`src/rtl/imem_loader.sv`:
```
// Byte-stream boot loader: writes a framed, XOR-checked program image into the
// instruction memory, holding the CPU in reset until the load succeeds.
`timescale 1ns/1ps
module imem_loader #(
  parameter logic [15:0] BASE_ADDR = 16'h0000,
  parameter int          MAX_WORDS = 256
) (
  input  logic        clk,
  input  logic        reset,
  input  logic        s_valid,
  input  logic [7:0]  s_data,
  output logic        s_ready,
  output logic        imem_we,
  output logic [15:0] imem_addr,
  output logic [15:0] imem_wdata,
  output logic        cpu_reset,
  output logic        done,
  output logic        error,
  output logic [15:0] words_loaded
);

  typedef enum logic [2:0] {
    S_LEN_HI, S_LEN_LO, S_DATA_HI, S_DATA_LO,
    S_WRITE, S_CSUM, S_DONE, S_ERR
  } state_e;

  localparam logic [16:0] MAXW = 17'(MAX_WORDS);

  state_e      state_q, state_d;
  logic [7:0]  len_hi_q, len_hi_d;
  logic [15:0] len_q, len_d;
  logic [7:0]  hi_q, hi_d;
  logic [7:0]  csum_q, csum_d;
  logic [15:0] wdata_q, wdata_d;
  logic [15:0] addr_q, addr_d;
  logic [15:0] cnt_q, cnt_d;
  logic        we_q, we_d;
  logic        ready_q, ready_d;
  logic        done_q, done_d;
  logic        err_q, err_d;
  logic        cpu_rst_q, cpu_rst_d;
  logic        xfer;
  logic [15:0] n_w;
  logic [15:0] cnt_inc;

  assign xfer    = s_valid & ready_q;
  assign n_w     = {len_hi_q, s_data};
  assign cnt_inc = cnt_q + 16'd1;

  always_comb begin
    state_d  = state_q;
    len_hi_d = len_hi_q;
    len_d    = len_q;
    hi_d     = hi_q;
    csum_d   = csum_q;
    wdata_d  = wdata_q;
    addr_d   = addr_q;
    cnt_d    = cnt_q;
    unique case (state_q)
      S_LEN_HI: begin
        csum_d = 8'h00;
        if (xfer) begin
          len_hi_d = s_data;
          state_d  = S_LEN_LO;
        end
      end
      S_LEN_LO: begin
        if (xfer) begin
          len_d = n_w;
          if (n_w == 16'd0)              state_d = S_CSUM;
          else if ({1'b0, n_w} > MAXW)   state_d = S_ERR;
          else                           state_d = S_DATA_HI;
        end
      end
      S_DATA_HI: begin
        if (xfer) begin
          hi_d    = s_data;
          csum_d  = csum_q ^ s_data;
          state_d = S_DATA_LO;
        end
      end
      S_DATA_LO: begin
        if (xfer) begin
          csum_d  = csum_q ^ s_data;
          wdata_d = {hi_q, s_data};
          state_d = S_WRITE;
        end
      end
      S_WRITE: begin
        cnt_d   = cnt_inc;
        addr_d  = addr_q + 16'd2;
        state_d = (cnt_inc == len_q) ? S_CSUM : S_DATA_HI;
      end
      S_CSUM: begin
        if (xfer) state_d = (s_data == csum_q) ? S_DONE : S_ERR;
      end
      default: state_d = state_q;
    endcase
    // Outputs are registered from the next state so they line up with it.
    we_d      = (state_d == S_WRITE);
    ready_d   = (state_d == S_LEN_HI) || (state_d == S_LEN_LO) ||
                (state_d == S_DATA_HI) || (state_d == S_DATA_LO) ||
                (state_d == S_CSUM);
    done_d    = (state_d == S_DONE);
    err_d     = (state_d == S_ERR);
    cpu_rst_d = (state_d != S_DONE);
  end

  always_ff @(posedge clk) begin
    if (reset) begin
      state_q   <= S_LEN_HI;
      len_hi_q  <= 8'h00;
      len_q     <= 16'h0000;
      hi_q      <= 8'h00;
      csum_q    <= 8'h00;
      wdata_q   <= 16'h0000;
      addr_q    <= BASE_ADDR;
      cnt_q     <= 16'h0000;
      we_q      <= 1'b0;
      ready_q   <= 1'b1;
      done_q    <= 1'b0;
      err_q     <= 1'b0;
      cpu_rst_q <= 1'b1;
    end else begin
      state_q   <= state_d;
      len_hi_q  <= len_hi_d;
      len_q     <= len_d;
      hi_q      <= hi_d;
      csum_q    <= csum_d;
      wdata_q   <= wdata_d;
      addr_q    <= addr_d;
      cnt_q     <= cnt_d;
      we_q      <= we_d;
      ready_q   <= ready_d;
      done_q    <= done_d;
      err_q     <= err_d;
      cpu_rst_q <= cpu_rst_d;
    end
  end

  assign s_ready      = ready_q;
  assign imem_we      = we_q;
  assign imem_addr    = addr_q;
  assign imem_wdata   = wdata_q;
  assign cpu_reset    = cpu_rst_q;
  assign done         = done_q;
  assign error        = err_q;
  assign words_loaded = cnt_q;

endmodule
```
`config.mk`:
```
export PLATFORM = sky130hd
export DESIGN_NAME = imem_loader
export DESIGN_NICKNAME = d
export VERILOG_FILES = /design/src/rtl/imem_loader.sv
export SDC_FILE = /design/constraint.sdc
export NUM_CORES = 1
export LEC_CHECK = 0
export BUFFER_PORTS_ARGS = -buffer_cell sky130_fd_sc_hd__buf_2
export CAP_MARGIN = 20
export CORE_ASPECT_RATIO = 1.1
export CORE_MARGIN = 4
export CORE_UTILIZATION = 50
export DETAILED_ROUTE_END_ITERATION = 8
export PLACE_DENSITY = 0.71
export SLEW_MARGIN = 30
export SYNTH_ARGS = -nofsm -noshare
export SYNTH_HDL_FRONTEND = slang
export SYNTH_SLANG_ARGS = --single-unit
export TNS_END_PERCENT = 30
```
`constraint.sdc`:
```
create_clock -name clk -period 4.19 [get_ports clk]
set_input_delay 0.2095 -clock clk [delete_from_list [all_inputs] [get_ports clk]]
set_output_delay 0.2095 -clock clk [all_outputs]
set_load 0.01 [all_outputs]
```
==> results of run 1 <==
[registers in the layout (all words and copies together), names as in the netlist]
name,count
done,1
error,1
imem_wdata,16
len_hi_q,8
state_q,3
csum_q,8
len_q,16
imem_addr,15
hi_q,8
imem_we,1
cpu_reset,1
words_loaded,16
s_ready,1
[power groups by stage]
| stage | combinational (mW) | sequential (mW) | clock, mW |
|---|---|---|---|
| 2_1_floorplan | 0.123 | 0.959 | 0 |
| 3_3_place_gp | 0.155 | 0.964 | 0 |
| 3_5_place_dp | 0.159 | 0.965 | 0 |
| 4_1_cts | 0.160 | 0.944 | 0.658 |
| 5_1_grt | 0.184 | 0.948 | 0.693 |
| 6_report | 0.164 | 0.944 | 0.637 |
[cell families after synthesis]
| logic type | count (synthesis) | share of synthesized area (%) |
|---|---|---|
| AND/OR/NAND/NOR | 242 | 26.40 |
| flip-flops | 95 | 42.64 |
| AO/OA/AOI/OAI | 109 | 14.67 |
| adder cells (fa/ha/maj) | 2 | 0.5609 |
| buffers and inverters | 51 | 5.245 |
| XOR/XNOR | 37 | 7.265 |
| other | 1 | 0.08407 |
| multiplexers | 14 | 3.142 |
[synthesized netlist by cell type, types with 10 or more instances]
master    count
mux2i_1      14
nor4_1       10
dfxtp_1      95
nand2_1      91
nand3_1      15
xnor2_1      17
a21oi_1      54
clkbuf_1     23
nand4_1      10
xor2_1       20
nor2_1       60
or3_1        11
inv_1        13
o21ai_0      22
[area by class of cell]
cell class	count	area, sq um	share of cell area (%)
tap	111	138.9	2.780
timing repair buffer	67	367.9	7.363
clock buffer	9	123.9	2.479
multi-input combinational	405	2325	46.53
inverter	14	52.55	1.052
sequential	95	1902	38.07
clock inverter	7	86.33	1.728
[layer usage]
| layer | part of all wire [%] | up-vias | wire length (um) |
|---|---|---|---|
| li1 | - | 1985 | - |
| met1 | 45 | 1851 | 4697 |
| met2 | 50 | 90 | 5263 |
| met3 | 3.9 | 12 | 411 |
| met4 | 1.5 | 0 | 160 |
| met5 | 0 | - | 0 |
[layout by cell type, fill, tap and decap left out, types with 3 or more instances in the layout]
cell      count
nand3_1      15
and4_1        4
or3_1        11
nor2b_1       8
buf_2        62
a211oi_1      3
nor2_1       60
nand4_1      10
o21ai_1       3
xor2_1       20
clkbuf_8      9
nor3_1        8
o21ai_0      22
buf_4         4
nand2_1      91
a21oi_1      54
a22oi_1       5
and3_1        7
inv_1        13
nor4_1       10
dfxtp_1      95
o31ai_1       3
xnor2_1      17
mux2i_1      14
or4_1         4
[worst min-delay path: cells and delay by family]
family          cells  cell delay (ns)
buf+inv             1             0.15
simple gates        1             0.07
compound gates      1             0.05
[final timing paths]
| check | end | from | slack, ns | cells past startpoint |
|---|---|---|---|---|
| worst max-delay path | imem_we | words_loaded[3] | 1.53 | 7 |
| worst min-delay path | len_q[0] | s_data[0] | 0.17 | 3 |
| worst max register to register | imem_we | words_loaded[3] | 1.53 | 7 |
| worst min register to register | imem_wdata[10] | hi_q[2] | 0.44 | 2 |
==> results.sh, run 1 <==
export IMPL_yosys_top_cells_area="dfxtp_1 43%, nand2_1 7.7%, a21oi_1 6.1%"
export IMPL_cts_setup_buffers=0
export IMPL_netlist_area_sq_mm=0.004461
export IMPL_dp_cells=691
export IMPL_critPathArrivalTime_ns=2.96
export IMPL_post_cts_resized=0
export IMPL_grt_use_total_pct=20.57
export IMPL_pwr_share_comb_pct=9.4
export IMPL_root_buffer="clkbuf_8"
export IMPL_syn_avg_cell_area_sq_um=8.095
export IMPL_path_clk_slew_ns=0.11
export IMPL_cts_tree="done"
export IMPL_initialDrtViolationCount=206
export IMPL_gr_total_overflow=0
export IMPL_areaGrowthSynthToFinish_pct=12.01
export IMPL_fin_hold_ws_ns=0.1670
export IMPL_setup_tns_ns=0
export IMPL_n_antenna_cell=0
export IMPL_fin_crit_ns=2.664
export IMPL_totalWireLength_um=10530
export IMPL_ys_seq_area_share_pct=42.64
export IMPL_yosys_area_top_type_share_pct=42.64
export IMPL_status="finished, final reports clean"
export IMPL_placed_area_sq_mm=0.004758
export IMPL_numCtsBuffers=9
export IMPL_grt_util_met1_pct=25.64
export IMPL_path_class="reg2reg"
export IMPL_p_leak_nw=1.905
export IMPL_finalHoldViolCount=0
export IMPL_wl_per_cell_um=14.88
export IMPL_rows=35
export IMPL_ys_flop_type="dfxtp_1"
export IMPL_rsz0062_at_grt="no"
export IMPL_grt_use_met3_pct=3.839
export IMPL_vias=3938
export IMPL_grt_pass1_vias=3612
export IMPL_pre_cts_ws_ns=1.556
export IMPL_async_flop_share_pct=0
export IMPL_crit_family="simple AND/OR/NAND/NOR gates"
export IMPL_syn_nets=564
export IMPL_crit_path_end_kind="flop"
export IMPL_drtPass1Iterations=4
export IMPL_gp_congestion=0.8516
export IMPL_grt_pass1_wl_um=17680
export IMPL_cp_cell_sequence="nand4_1 > o31ai_1 > a211oi_1 > nor4_1 > nand4_2 > o31ai_4 > nor3b_2"
export IMPL_switching_share_pct=27.16
export IMPL_grt_use_met2_pct=35.60
export IMPL_synth_cells=551
export IMPL_final_util_pct=58.51
export IMPL_fillCellCount=829
export IMPL_crit_path_top_delay_cell="dfxtp_1"
export IMPL_yosys_area_top_type="dfxtp_1"
export IMPL_portBuffers=62
export IMPL_relSlewSlack_pct=44.35
export IMPL_power_switching_uw=473.9
export IMPL_drc=0
export IMPL_slowest_delay_ns=0.53
export IMPL_clock_latency_ns=0.36
export IMPL_initial_core_util_pct=52.23
export IMPL_drive_gt1_share_pct=15.91
export IMPL_finish_instance_area_sq_mm=0.004996
export IMPL_viasPerCell=5.562
export IMPL_worstMarginPinSlew_ns=0.8302
export IMPL_nets=605
export IMPL_coreArea_sq_mm=0.008539
export IMPL_start_kind="flop"
export IMPL_post_route_period_util_pct=63.59
export IMPL_hold_path_class="in2reg"
export IMPL_cap_violations=0
export IMPL_max_clock_freq_ghz=0.3753
export IMPL_htree_levels=3
export IMPL_io_pins=64
export IMPL_synth_edff_count=0
export IMPL_worstPathRequired_ns=4.49
export IMPL_ant_nets=0
export IMPL_ys_ff_latch=95
export IMPL_clockBufferDepth=2
export IMPL_fin_worst_skew_ns=0.01523
export IMPL_die_x_um=98.06
export IMPL_setup_viol_count_final=0
export IMPL_yosysWarnings=0
export IMPL_power_total_mw=1.744
export IMPL_p_int_mw=1.271
export IMPL_setup_slack_ns=1.526
export IMPL_die_h_um=107.1
export IMPL_slew_viol_final=0
export IMPL_die_area_sq_mm=0.01050
export IMPL_vdd_ir_drop_max_uv=237.0
export IMPL_pwr_share_seq_pct=54.1
export IMPL_clkPwrFrac_pct=36.5
export IMPL_fin_cells=708
export IMPL_antenna_found_initial=0
export IMPL_critical_path_buf_inv_count=0
export IMPL_grt_start_max_net_pins=50
export IMPL_gr_max_usage_layer="met2"
export IMPL_hpwl_um=7453
export IMPL_ys_types=55
export IMPL_power_density_mw_per_mm2=349.2
export IMPL_critPathMaxFanout=11
export IMPL_cts_sinks=95
export IMPL_postCtsHoldBufs=0
Note: power is estimated with default switching activity, not from simulation.
==> run 2: changes to the inputs <==
==> constraint.sdc (replaced) <==
create_clock -name clk -period 2.6 [get_ports clk]
set_input_delay 0.13 -clock clk [delete_from_list [all_inputs] [get_ports clk]]
set_output_delay 0.13 -clock clk [all_outputs]
set_load 0.01 [all_outputs]
==> run 2 against run 1 <==
Combinational power grew 62%; sequential cell count did not move; global-route usage rose by 0.54 points; clock-buffer cell count stayed put; hold slack worse by 0.085 ns; wire length rose by 4.2%; design area grew 1.8%; critical endpoint unchanged.
==> results.sh, run 2 (synthesis gave the netlist of run 1 again) <==
export IMPL_path_class="reg2reg"
export IMPL_worstPathRequired_ns=2.90
export IMPL_placed_area_sq_mm=0.004833
export IMPL_critPathArrivalTime_ns=2.78
export IMPL_clock_latency_ns=0.37
export IMPL_min_to="imem_wdata[0]"
export IMPL_setup_slack_ns=0.1226
export IMPL_die_area_sq_mm=0.01050
export IMPL_critPathMaxFanout=6
export IMPL_setup_viol_count_final=0
export IMPL_viasPerCell=5.522
export IMPL_p_leak_nw=1.953
export IMPL_path_clk_slew_ns=0.10
export IMPL_power_density_mw_per_mm2=555.2
export IMPL_hold_depth=3
export IMPL_drtPass1Iterations=4
export IMPL_finalHoldViolCount=0
export IMPL_crit_path_end_kind="flop"
export IMPL_vdd_ir_drop_max_uv=362.9
export IMPL_numCtsBuffers=9
export IMPL_post_route_period_util_pct=95.29
export IMPL_crit_reg2reg_launch="words_loaded[0]"
export IMPL_fin_crit_ns=2.477
export IMPL_htree_levels=3
export IMPL_r2r_slack_ns=0.12
export IMPL_cts_tree="done"
export IMPL_r2r_end="imem_we"
export IMPL_grt_pass1_wl_um=18290
export IMPL_drive_gt1_share_pct=18.95
export IMPL_wl_per_cell_um=15.28
export IMPL_finish_instance_area_sq_mm=0.005086
export IMPL_relSlewSlack_pct=55.80
export IMPL_root_buffer="clkbuf_8"
export IMPL_grt_pass1_vias=3877
export IMPL_r2r_cells=8
export IMPL_cap_violations=0
export IMPL_status="finished, final reports clean"
export IMPL_areaGrowthSynthToFinish_pct=14.03
export IMPL_io_pins=64
export IMPL_die_x_um=98.06
export IMPL_clockBufferDepth=2
export IMPL_drc=0
export IMPL_mostFrequentLayoutCell="nand2_1"
export IMPL_slew_viol_final=0
export IMPL_max_clock_freq_ghz=0.4036
export IMPL_ant_nets=0
export IMPL_start_kind="flop"
export IMPL_fin_cells=718
export IMPL_gp_congestion=0.8777
export IMPL_hold_path_class="in2reg"
export IMPL_rows=35
export IMPL_pre_cts_ws_ns=0.01679
export IMPL_initialDrtViolationCount=213
export IMPL_totalWireLength_um=10970
export IMPL_antenna_found_initial=0
export IMPL_hpwl_um=7732
export IMPL_cts_sinks=95
export IMPL_vias=3965
export IMPL_n_antenna_cell=0
export IMPL_dp_cells=701
export IMPL_coreArea_sq_mm=0.008539
export IMPL_nets=615
export IMPL_initial_core_util_pct=52.23
export IMPL_grt_start_max_net_pins=38
export IMPL_portBuffers=62
export IMPL_gr_total_overflow=0
export IMPL_worstMarginPinSlew_ns=0.6630
export IMPL_layout_common_cells="91 x nand2_1, 87 x dfxtp_1, 62 x buf_2"
export IMPL_die_h_um=107.1
export IMPL_grt_use_total_pct=21.11
export IMPL_min_from="s_data[0]"
export IMPL_fin_worst_skew_ns=0.009404
==> run 2: repair_timing <==
| item | CTS | global route |
|---|---|---|
| resized for setup | 1 | 11 |
| pin swaps | 1 | 3 |
| setup endpoints to repair | 2 | 6 |
| setup buffers | 1 | 0 |
| hold buffers | 0 | 0 |
==> run 2: area by class of cell <==
cell class                      instances  area (sq um)
Clock buffer                            9         123.9
Clock inverter                          7         90.09
Fill cell                             832          3453
Inverter                               14         52.55
Multi-Input combinational cell        405          2344
Sequential cell                        95          1914
Tap cell                              111         138.9
Timing Repair Buffer                   77         422.9
==> run 2: worst max-delay path: stages, from the launching register on <==
cell,delay (ns)
dfxtp_2,0.39
ha_4,0.17
nand3_2,0.13
or3_1,0.38
a221o_1,0.33
nor4_2,0.18
nand4_2,0.24
o31ai_4,0.35
nor3b_2,0.23
==> run 2: how the worst max path moves through the flow <==
stage	slack, ns	from	cells after the start	endpoint
floorplan	0.19	words_loaded[0]	8	state_q[1]
global placement	0.06	words_loaded[3]	7	state_q[1]
detailed placement	0.02	words_loaded[3]	7	imem_we
CTS	0.02	words_loaded[1]	8	imem_we
global route	-0.03	words_loaded[3]	7	imem_we
finish	0.12	words_loaded[0]	8	imem_we
==> run 2: through the flow <==
step                power, mW   TNS, ns  utilization (%)  hold slack, ns
floorplan               1.742         0                -          0.2660
global placement        1.810         0            56.60          0.4371
finish                  2.824         0            59.56         0.08193
CTS                     2.846         0            59.22         0.06046
detailed placement      1.816         0            56.60          0.4441
global route            2.950  -0.02568            59.56         0.07572
==> run 2: metal layers <==
metal | up-vias | track usage, % | share of wire, %
met5 | - | 0 | 0
met3 | 22 | 4.619 | 4.3
li1 | 1994 | - | -
met4 | 0 | 8.803 | 2.7
met1 | 1861 | 25.10 | 43
met2 | 88 | 36.67 | 50
==> run 2: power by group <==
part           switching [mW]  leakage, nW  internal (mW)
clock network           0.568        0.109          0.470
logic                   0.171         1.07         0.0949
registers              0.0330        0.772           1.49
